### config.mk
export PLATFORM = sky130hd
export DESIGN_NAME = load_store_unit
export DESIGN_NICKNAME = d
export VERILOG_FILES = /design/src/rtl/lsu_pkg.sv /design/src/rtl/lsu_lane_align.sv /design/src/rtl/load_store_unit.sv
export SDC_FILE = /design/constraint.sdc
export NUM_CORES = 1
export LEC_CHECK = 0
export BUFFER_PORTS_ARGS = -buffer_cell sky130_fd_sc_hd__buf_2
export CORE_MARGIN = 2
export CORE_UTILIZATION = 50
export CTS_CLUSTER_DIAMETER = 30
export DETAILED_ROUTE_END_ITERATION = 8
export GPL_ROUTABILITY_DRIVEN = 0
export MAX_ROUTING_LAYER = met4
export PLACE_DENSITY = 0.81
export SYNTH_ARGS = -nofsm -noshare
export SYNTH_HDL_FRONTEND = slang
export SYNTH_SLANG_ARGS = --single-unit
export TNS_END_PERCENT = 10
### constraint.sdc
create_clock -name clk -period 2.4 [get_ports clk]
set_clock_uncertainty 0.15 [all_clocks]
set_input_delay 0.24 -clock clk [delete_from_list [all_inputs] [get_ports clk]]
set_output_delay 0.24 -clock clk [all_outputs]
set_load 0.01 [all_outputs]
### src/rtl/lsu_pkg.sv
// rtl/lsu_pkg.sv - shared encodings, state enum and decode helpers for the load/store unit
package lsu_pkg;

  localparam int LSU_TIMEOUT = 16;

  localparam logic [2:0] F3_B  = 3'b000;
  localparam logic [2:0] F3_H  = 3'b001;
  localparam logic [2:0] F3_W  = 3'b010;
  localparam logic [2:0] F3_BU = 3'b100;
  localparam logic [2:0] F3_HU = 3'b101;

  typedef enum logic [1:0] {
    S_IDLE   = 2'b00,
    S_ACCESS = 2'b01,
    S_RESP   = 2'b10
  } lsu_state_e;

  // Stores only accept signed-width codes; loads also accept the unsigned variants.
  function automatic logic f3_legal(input logic is_store, input logic [2:0] f3);
    logic ok;
    if (is_store) ok = (f3 == F3_B) || (f3 == F3_H) || (f3 == F3_W);
    else          ok = (f3 == F3_B) || (f3 == F3_H) || (f3 == F3_W) ||
                       (f3 == F3_BU) || (f3 == F3_HU);
    return ok;
  endfunction

  // funct3[1:0] encodes the access size; only meaningful for legal codes.
  function automatic logic f3_misaligned(input logic [2:0] f3, input logic [1:0] addr_lo);
    logic mis;
    case (f3[1:0])
      2'b01:   mis = addr_lo[0];
      2'b10:   mis = (addr_lo != 2'b00);
      default: mis = 1'b0;
    endcase
    return mis;
  endfunction

endpackage

### src/rtl/lsu_lane_align.sv
// rtl/lsu_lane_align.sv - byte-lane steering for stores and shift/extend for loads
module lsu_lane_align
  import lsu_pkg::*;
#(
  parameter int DATA_WIDTH = 32
) (
  input  logic                  we,
  input  logic [2:0]            funct3,
  input  logic [1:0]            addr_lo,
  input  logic [DATA_WIDTH-1:0] store_data,
  input  logic [DATA_WIDTH-1:0] load_word,
  output logic [3:0]            be,
  output logic [DATA_WIDTH-1:0] store_lanes,
  output logic [DATA_WIDTH-1:0] load_data
);

  logic [DATA_WIDTH-1:0] shifted;

  // Store side: replicate narrow data into every lane, enable only the addressed bytes.
  always_comb begin
    be          = 4'b1111;
    store_lanes = store_data;
    if (we) begin
      case (funct3)
        F3_B: begin
          be          = 4'b0001 << addr_lo;
          store_lanes = {(DATA_WIDTH/8){store_data[7:0]}};
        end
        F3_H: begin
          be          = addr_lo[1] ? 4'b1100 : 4'b0011;
          store_lanes = {(DATA_WIDTH/16){store_data[15:0]}};
        end
        default: begin
          be          = 4'b1111;
          store_lanes = store_data;
        end
      endcase
    end
  end

  // Load side: bring the addressed byte/half down to bit 0, then extend.
  always_comb begin
    shifted = load_word >> {addr_lo, 3'b000};
    case (funct3)
      F3_B:    load_data = {{(DATA_WIDTH-8){shifted[7]}}, shifted[7:0]};
      F3_BU:   load_data = {{(DATA_WIDTH-8){1'b0}}, shifted[7:0]};
      F3_H:    load_data = {{(DATA_WIDTH-16){shifted[15]}}, shifted[15:0]};
      F3_HU:   load_data = {{(DATA_WIDTH-16){1'b0}}, shifted[15:0]};
      default: load_data = shifted;
    endcase
  end

endmodule

### src/rtl/load_store_unit.sv
// rtl/load_store_unit.sv - single-outstanding load/store unit with alignment checks and bus timeout
module load_store_unit #(
  parameter int DATA_WIDTH = 32,
  parameter int ADDR_WIDTH = 32,
  parameter int TIMEOUT    = lsu_pkg::LSU_TIMEOUT
) (
  input  logic                  clk,
  input  logic                  rst_n,
  input  logic                  req_valid,
  output logic                  req_ready,
  input  logic                  req_we,
  input  logic [2:0]            funct3,
  input  logic [ADDR_WIDTH-1:0] req_addr,
  input  logic [DATA_WIDTH-1:0] req_wdata,
  output logic                  resp_valid,
  output logic [DATA_WIDTH-1:0] resp_rdata,
  output logic                  resp_misaligned,
  output logic                  resp_fault,
  output logic                  mem_req,
  output logic                  mem_we,
  output logic [ADDR_WIDTH-1:0] mem_addr,
  output logic [3:0]            mem_be,
  output logic [DATA_WIDTH-1:0] mem_wdata,
  input  logic                  mem_ack,
  input  logic [DATA_WIDTH-1:0] mem_rdata
);

  import lsu_pkg::*;

  localparam int CNT_W = (TIMEOUT > 1) ? $clog2(TIMEOUT) : 1;
  localparam logic [CNT_W-1:0] CNT_LAST = CNT_W'(TIMEOUT - 1);

  lsu_state_e            state_q, state_d;
  logic                  we_q;
  logic [2:0]            funct3_q;
  logic [ADDR_WIDTH-1:0] addr_q;
  logic [DATA_WIDTH-1:0] wdata_q;
  logic [CNT_W-1:0]      cnt_q;
  logic [DATA_WIDTH-1:0] rdata_q;
  logic                  fault_q;
  logic                  mis_q;

  logic                  req_legal;
  logic                  req_mis;
  logic                  accept;
  logic                  expired;
  logic [3:0]            be_steer;
  logic [DATA_WIDTH-1:0] wdata_steer;
  logic [DATA_WIDTH-1:0] load_ext;

  assign req_legal = f3_legal(req_we, funct3);
  assign req_mis   = f3_misaligned(funct3, req_addr[1:0]);
  assign accept    = (state_q == S_IDLE) && req_valid;
  assign expired   = (cnt_q == CNT_LAST);

  lsu_lane_align #(
    .DATA_WIDTH (DATA_WIDTH)
  ) u_lane_align (
    .we          (we_q),
    .funct3      (funct3_q),
    .addr_lo     (addr_q[1:0]),
    .store_data  (wdata_q),
    .load_word   (mem_rdata),
    .be          (be_steer),
    .store_lanes (wdata_steer),
    .load_data   (load_ext)
  );

  // State register; reset abandons any bus access in flight.
  always_ff @(posedge clk or negedge rst_n) begin
    if (!rst_n) state_q <= S_IDLE;
    else        state_q <= state_d;
  end

  // Next state and handshake strobes; faulting requests skip the bus entirely.
  always_comb begin
    state_d    = state_q;
    req_ready  = 1'b0;
    mem_req    = 1'b0;
    resp_valid = 1'b0;
    case (state_q)
      S_IDLE: begin
        req_ready = 1'b1;
        if (req_valid) state_d = (!req_legal || req_mis) ? S_RESP : S_ACCESS;
      end
      S_ACCESS: begin
        mem_req = 1'b1;
        if (mem_ack || expired) state_d = S_RESP;
      end
      S_RESP: begin
        resp_valid = 1'b1;
        state_d    = S_IDLE;
      end
      default: state_d = S_IDLE;
    endcase
  end

  // Wait counter: zero outside ACCESS, counts ack-less ACCESS cycles.
  always_ff @(posedge clk or negedge rst_n) begin
    if (!rst_n)                                cnt_q <= '0;
    else if ((state_q == S_ACCESS) && !mem_ack) cnt_q <= cnt_q + 1'b1;
    else                                       cnt_q <= '0;
  end

  // Request capture at acceptance and response capture at ack or timeout.
  always_ff @(posedge clk or negedge rst_n) begin
    if (!rst_n) begin
      we_q     <= 1'b0;
      funct3_q <= 3'b000;
      addr_q   <= '0;
      wdata_q  <= '0;
      rdata_q  <= '0;
      fault_q  <= 1'b0;
      mis_q    <= 1'b0;
    end else if (accept) begin
      we_q     <= req_we;
      funct3_q <= funct3;
      addr_q   <= req_addr;
      wdata_q  <= req_wdata;
      rdata_q  <= '0;
      fault_q  <= !req_legal;
      mis_q    <= req_legal && req_mis;
    end else if (state_q == S_ACCESS) begin
      if (mem_ack)      rdata_q <= we_q ? '0 : load_ext;
      else if (expired) fault_q <= 1'b1;
    end
  end

  assign mem_we          = mem_req & we_q;
  assign mem_addr        = mem_req ? {addr_q[ADDR_WIDTH-1:2], 2'b00} : '0;
  assign mem_be          = mem_req ? be_steer : 4'b0000;
  assign mem_wdata       = mem_req ? wdata_steer : '0;
  assign resp_rdata      = resp_valid ? rdata_q : '0;
  assign resp_fault      = resp_valid & fault_q;
  assign resp_misaligned = resp_valid & mis_q;

endmodule

---- Word-level counts from Yosys, hierarchy flattened ----
Cells that the tools add are included.
word-level totals
  flip-flop bits (word level) ............. 108
  bits in latches ......................... 0
  bits in writable memories ............... 0
  ROM bits ................................ 0
  logic and storage cells ................. 79
  memories kept ........................... 0
operators by class
  add/subtract/negate cells ............... 1
  $mul .................................... 0
  div/mod/pow operators ................... 0
  magnitude comparators ................... 0
  equal/unequal tests ..................... 15
  shift operators ......................... 2
  muxes and demuxes ....................... 28
  bitwise gates (word level) .............. 3
  reduce and logical (&&, ||, !) cells .... 21
operators by type and width
  kind                   number
  $mux W32               8
  $pmux W32 S4           1
  $pmux W32 S2           1
  $shr A32 B5 Y32        1
  $mux W4                4
  $eq A3 B3 Y1 const B   4
  $mux W1                8
  $pmux W4 S2            1
  $reduce_bool A2 Y1     4
  $eq A3 B1 Y1 const B   2
  $logic_not A3 Y1       2
  $logic_or A1 B1 Y1     6
  $mux W2                3
  $add A4 B1 Y4 const B  1
  $eq A2 B1 Y1 const B   2
  $eq A2 B2 Y1 const B   2
  $eq A4 B4 Y1 const B   1
  $ne A2 B2 Y1 const B   2
  $pmux W2 S2            1
  $reduce_and A2 Y1      2
  $shl A1 B2 Y4 const A  1
  $and A1 B1 Y1          3
  $eq A3 B2 Y1 const B   1
  $logic_and A1 B1 Y1    3
  other kinds (5)        6

---- Logic depth before layout (Yosys ltp) ----
Gate-level depths: netlist of the first run.
  depth in word-level cells ............... 11
  mapped depth ............................ 8
  gate-level depth less buffers ........... 6

---- Hierarchy ----
Synthesis of the first run repeated with hierarchy kept, for this count alone.
unflattened totals
  cell total of the unflattened synthesis .. 560
  area, all modules ....................... 6543.8 um^2
modules (own cells, without submodules)
  module           instances  cells an instance  area an instance (um^2)  sequential area each (um^2)
  load_store_unit  1          379                5175.0                   2702.6
  lsu_lane_align   1          181                1368.8                   0.0

---- Worst setup path after synthesis of the first run ----
OpenSTA, ideal clock, no wires.
  kind .................................... reg2out
  start ................................... register funct3_q[0]
  end ..................................... output port mem_wdata[27]
  arrival ................................. 1.464 ns
  required time ........................... 2.010 ns
  slack ................................... 0.546 ns
  stages on the path, launching flop included .. 6
  path through ............................ dfrtp_1 > inv_1 > nor3_1 > buf_2 > a22oi_1 > a211oi_1
on the way
  word-level cells in the longest chain between the ends .. 4
  elaborated cells on any way between the ends .. 5
  classes of those cells .................. 1 x eq/ne; 3 x mux; 1 x reduce/logical
ends and longest elaborated chain
  what                                                     line                    source
  start: declaration                                       load_store_unit.sv:35   logic [2:0] funct3_q;
  start signal: assignment                                 load_store_unit.sv:117  funct3_q <= funct3;
  $eq A3 B1 Y1 / $logic_not A3 Y1 (equally long branches)  lsu_lane_align.sv:24    case (funct3)
  $pmux W32 S2 *                                           lsu_lane_align.sv:24
  $mux W32 *                                               lsu_lane_align.sv:23    if (we) begin
  $mux W32 *                                               load_store_unit.sv:132  assign mem_wdata = mem_req ? wdata_steer : '0;
  end: declaration                                         load_store_unit.sv:23   output logic [DATA_WIDTH-1:0] mem_wdata,
Mark *: on every way between the ends. The rest lies on a longest branch, timed or not.

---- Worst setup path in the final report of the first run ----
  start ................................... register funct3_q[1]
  end ..................................... output port mem_wdata[25]
Same word-level chain as after synthesis.

==> out/qor.yml, run 1 <==
run_status:
  status: "finished clean"
run:
  cap_violations: 0
final_layout:
  post_route_cells_drive_above_1_share_pct: 28.1
  antennaDiodeCount: 0
  finalNetCount: 1035
  postLayoutCellArea_sq_um: 7800
  nFillCells: 803
  final_common_cell: "nand2_1"
  fin_cells: 1072
  mostFrequentLayoutCells: "nand2_1, buf_2, dfrtp_1, and2_1, dlygate4sd3_1"
  syn2layout_area_growth_pct: 37.0
  fin_util_pct: 71.0
setup_path:
  end_kind: "primary output"
  r2r_end: "rdata_q[16]"
  path_cells: "nor3_2, buf_4, a22oi_1, a211oi_1, buf_2"
  critPathKind: "flip-flop to primary output"
  cp-start-kind: "flip-flop"
  r2r-start: "addr_q[0]"
  ff2ff_path_depth: 3
  crit_slowest_cell: "dfrtp_1"
  ff2ff_setup_slack_ns: 0.44
  arrival_ns: 1.96
  critPathMaxStageDelay_ns: 0.45
  crit_fanout: 9
  worstPathRequired_ns: 2.01
  startpoint: "funct3_q[1]"
die:
  num_rows: 38
  io_pins: 210
  start_util_pct: 51.8
  die_h_um: 111
  fp.dieW_um: 111
  core-area_sq_um: 11000
  dieArea_sq_um: 12300
drt:
  vias: 5712
  drc_errors: 0
  vias_per_cell: 5.33
  final_antenna_net_count: 0
  wl_mm: 17.5
  drt_first_pass_iters: 5
  drt_iter0_drc: 488
  wl_per_cell_um: 16.4
sta:
  finalSetupViolations: 0
  worst_slew_pin_slew_ns: 0.729
  setup_ws_ns: 0.0497
  hold_viol: 0
  final.min_clock_period_ns: 2.35
  fin_hold_ws_ns: 0.0241
  final_max_slew_viol_count: 0
  fmaxAchievable_ghz: 0.425
  finalSetupTns_ns: 0
  rsz0062_at_grt: "yes"
  max-slew-margin-rel_pct: 51.4
  post-route-period-util_pct: 97.9
yosys:
  synth_edf_count: 0
  avgSynthCellArea_sq_um: 8.46
  synth_seq_cells: 108
  synth_top_area_share_pct: 47.5
  synth_area_leaders: "dfrtp_1, nand2_1, and2_1, a221o_1, mux2i_1"
  synth_cell_type_count: 46
  netlist_area_sq_um: 5690
  ys.warnings.count: 0
  synth-async-reset-ratio_pct: 100
  seq_area_frac_synth_pct: 47.5
  yosysTopAreaCell: "dfrtp_1"
  synth_top_flop_cell: "dfrtp_1"
  syn_inst: 673
clocking:
  clk_latency_ns: 0.34
  cts_made_buffers: 9
  cts_tree: "yes"
  clock_sink_count: 108
  htreeDepth: 3
  clock_path_buffers: 2
  path_clk_slew_ns: 0.07
  cts_root_buf: "clkbuf_16"
global_routing:
  gr-total-overflow: 0
  antenna_found_initial: 0
  grt_pass1_vias: 5647
  grt_pass1_wl_mm: 28.4
  grt_max_degree: 70
  track_usage_pct: 29.4
place:
  placed_area_sq_um: 6850
  placed_cells: 991
  post-place-ws_ns: 0.420
  place.detailed.hpwl_mm: 11.2
  port_buffers: 207
power:
  p_per_area_nw_per_um2: 812
  power_mw: 6.33
  p_leak_nw: 4.20
  vdd_drop_max_mv: 0.505
worst_hold_path:
  min_path_cells: 3
  holdCritStartpoint: "req_addr[0]"
  worstHoldEndpoint: "addr_q[0]"
  hp-class: "input port to flip-flop"
cell type report:
type	instances	area (sq um)	area share [%]
Tap cell	140	175	2.25
Sequential cell	108	2700	34.7
Timing Repair Buffer	290	1850	23.8
Multi-Input combinational cell	511	2760	35.4
Clock inverter	5	36.3	0.465
Inverter	7	26.3	0.337
Clock buffer	11	243	3.11
flip-flops by register name, indices dropped and copies added (netlist names):
| signal | count |
|---|---|
| cnt_q | 4 |
| wdata_q | 32 |
| state_q | 2 |
| addr_q | 32 |
| we_q | 1 |
| mis_q | 1 |
| rdata_q | 32 |
| fault_q | 1 |
| funct3_q | 3 |
worst max-delay path by stage:
stage / endpoint / slack (ns) / depth (start not counted)
2_1_floorplan: mem_wdata[27] / 0.55 / 5
3_3_place_gp: mem_wdata[24] / 0.36 / 5
3_5_place_dp: mem_wdata[24] / 0.42 / 5
4_1_cts: mem_wdata[24] / 0.03 / 5
5_1_grt: mem_wdata[25] / -0.05 / 6
6_report: mem_wdata[25] / 0.05 / 5
cell usage after synthesis (8+ instances only):
library cell	number
clkbuf_1	24
o21ai_0	25
buf_2	14
o21ai_1	15
nand2_1	241
nand3b_1	8
nor2_1	21
dfrtp_1	108
nor3_1	8
and2_1	76
a21oi_1	30
mux2i_1	16
a221o_1	16
kinds of logic (layout without fill, tap and decap cells):
logic type	count (synthesis)	after routing	share of synthesized area (%)
adders and majority gates	4	4	0.880
buffers and inverters	55	313	4.53
and+or+nand+nor	367	367	29.3
AOI/OAI and AO/OA	111	111	12.6
other	1	2	0.0659
DFF	108	108	47.5
xor gates and xnor gates	2	2	0.308
muxes	25	25	4.86
power by group:
| part | internal, mW | switching (mW) | total [mW] |
|---|---|---|---|
| logic | 0.926 | 1.31 | 2.24 |
| registers | 2.30 | 0.394 | 2.70 |
| clock network | 0.738 | 0.662 | 1.40 |
| total | 3.97 | 2.37 | 6.33 |
worst max-delay path, delay by kind of cell (launching register included):
family,cells,cell delay [ns]
compound gates,2,0.48
flops,1,0.45
buf+inv,2,0.42
simple gates,1,0.28
metal layers:
metal	wire length, um	GRT usage (%)	vias to the layer above
met4	633	12.8	0
met5	0	-	-
met2	8270	46.6	331
met3	1500	6.34	50
met1	7130	36.5	2622
li1	-	-	2709
what timing repair did:
| action | in CTS | in global routing |
|---|---|---|
| hold buffers | 65 | 0 |
| setup endpoints to repair | 0 | 8 |
| setup buffers | 0 | 0 |
| endpoints found under the hold margin | 104 | 0 |
| gates resized for setup | 0 | 6 |
No activity file was read; power rests on OpenSTA's default activity.
==> run 2: changes to the inputs <==
- PLACE_DENSITY: 0.81 -> 0.82
==> out/qor.yml, run 2 (synthesized netlist as in run 1, its figures left out) <==
final_layout:
  antennaDiodeCount: 0
  fin_util_pct: 71.4
  postLayoutCellArea_sq_um: 7840
  reg.largest.list: "addr_q (32), rdata_q (32), wdata_q (32)"
  syn2layout_area_growth_pct: 37.7
  mostFrequentLayoutCells: "nand2_1, buf_2, dfrtp_1, and2_1, dlygate4sd3_1"
  finalNetCount: 1037
  final_common_cell: "nand2_1"
  post_route_cells_drive_above_1_share_pct: 28.6
setup_path:
  critPathMaxStageDelay_ns: 0.47
  crit_fanout: 9
  cp-start-kind: "flip-flop"
  ff2ff_setup_slack_ns: 0.46
  worstPathRequired_ns: 2.01
  cpLargestDelayFamily: "flip-flops"
  crit_buf_inv: 2
  arrival_ns: 1.96
  critPathKind: "flip-flop to primary output"
  path_cells: "nor3_2, buf_4, a22oi_1, a211oi_2, buf_2"
  end_kind: "primary output"
  crit_slowest_cell: "dfrtp_2"
power:
  combinationalPowerShare_pct: 35.7
  p_per_area_nw_per_um2: 832
  p_leak_nw: 4.20
  vdd_drop_max_mv: 0.624
  switchingPower_mw: 2.46
  switching_share_pct: 37.7
  power_frac_seq_pct: 41.4
  power_mw: 6.52
  p_int_mw: 4.06
  clock_power_share_pct: 22.8
drt:
  vias_per_cell: 5.53
  wl_per_cell_um: 17.5
  final_antenna_net_count: 0
  drt_iter0_drc: 580
  vias: 5943
  wl_mm: 18.8
  drc_errors: 0
  drt_first_pass_iters: 5
sta:
  finalSetupTns_ns: 0
  post-route-period-util_pct: 97.9
  hold_viol: 0
  finalSetupViolations: 0
  rsz0062_at_grt: "yes"
  final.min_clock_period_ns: 2.35
  setup_ws_ns: 0.0512
  max-slew-margin-rel_pct: 51.5
  final_max_slew_viol_count: 0
  fmaxAchievable_ghz: 0.426
  worst_slew_pin_slew_ns: 0.727
clocking:
  path_clk_slew_ns: 0.07
  clock_path_buffers: 2
  clk_latency_ns: 0.34
  cts_made_buffers: 9
  clock_sink_count: 108
  htreeDepth: 3
  cts_tree: "yes"
  cts_root_buf: "clkbuf_16"
place:
  port_buffers: 207
  post-place-ws_ns: 0.394
  place.detailed.hpwl_mm: 11.3
  placed_area_sq_um: 6830
worst_hold_path:
  hp-class: "input port to flip-flop"
global_routing:
  antenna_found_initial: 0
  top_usage_layer: "met2"
  grt_max_degree: 70
  grt_pass1_wl_mm: 29.5
  grt.met1_usage_pct: 37.4
  met3_usage_pct: 7.33
  gr-total-overflow: 0
  groute.layer.met2.usage_pct: 49.1
  grt_pass1_vias: 5759
  track_usage_pct: 30.8
die:
  core-area_sq_um: 11000
  dieArea_sq_um: 12300
  num_rows: 38
  io_pins: 210
  die_h_um: 111
  fp.dieW_um: 111
  start_util_pct: 51.8
run:
  cap_violations: 0
run_status:
  status: "finished clean"
[run 2: cell count changes in the layout (fill, tap and decap cells not counted), moves of 2 or more]
cell	previous run	this run
clkinv_4	2	0
clkinvlp_4	0	2
dfrtp_2	0	2
dfrtp_1	108	106
[run 2: timing repair]
item,in CTS,in global routing
endpoints found under the setup margin,0,47
hold endpoints to repair,86,0
buffers inserted,0,1
gates resized for setup,0,14
hold buffers,65,0
[run 2: through the flow]
stage | instances | hold slack [ns]
floorplan | 674 | -0.206
global placement | 991 | 0.0120
detailed placement | 991 | 0.0174
CTS | 1072 | 0.00357
global route | 1074 | 0.0114
finish | 1074 | 0.0203
[run 2: layout make-up]
cell class              count  area [sq um]
repair buffers            292          1860
clock buffers              11           233
well taps                 140           175
flip-flops and latches    108          2710
inverters                   7          26.3
clock inverters             5          61.3
multi-input cells         511          2780
fillers                   803          3150
[run 2: worst reg2reg max path: stages (launching register included)]
cell,delay (ns)
dfrtp_1,0.59
mux4_2,0.58
and2_1,0.26
a21oi_1,0.16
o21ai_1,0.08
[run 2: worst paths after layout]
kind | startpoint | to | depth (start not counted)
setup / recovery | funct3_q[1] | mem_wdata[30] | 5
hold / removal | mem_ack | cnt_q[2] | 2
setup reg to reg | addr_q[1] | rdata_q[8] | 4
hold reg to reg | addr_q[6] | addr_q[6] | 2
max in group asynchronous | rst_n | state_q[0] | 3
min in group asynchronous | rst_n | rdata_q[11] | 2
[run 2: per-layer routing]
layer  wire length, um  share of wire (%)  vias up
li1                  -                  -     2722
met1              7190                 38     2760
met2              9080                 48      393
met3              1660                8.8       68
met4               828                4.4        0
met5                 0                  0        -
[run 2: power groups by stage]
stage	logic, mW	registers (mW)	clock network (mW)
2_1_floorplan	1.52	2.55	0
3_3_place_gp	2.07	2.68	0
3_5_place_dp	2.11	2.69	0
4_1_cts	2.20	2.66	1.51
5_1_grt	2.57	2.76	1.59
6_report	2.33	2.70	1.49
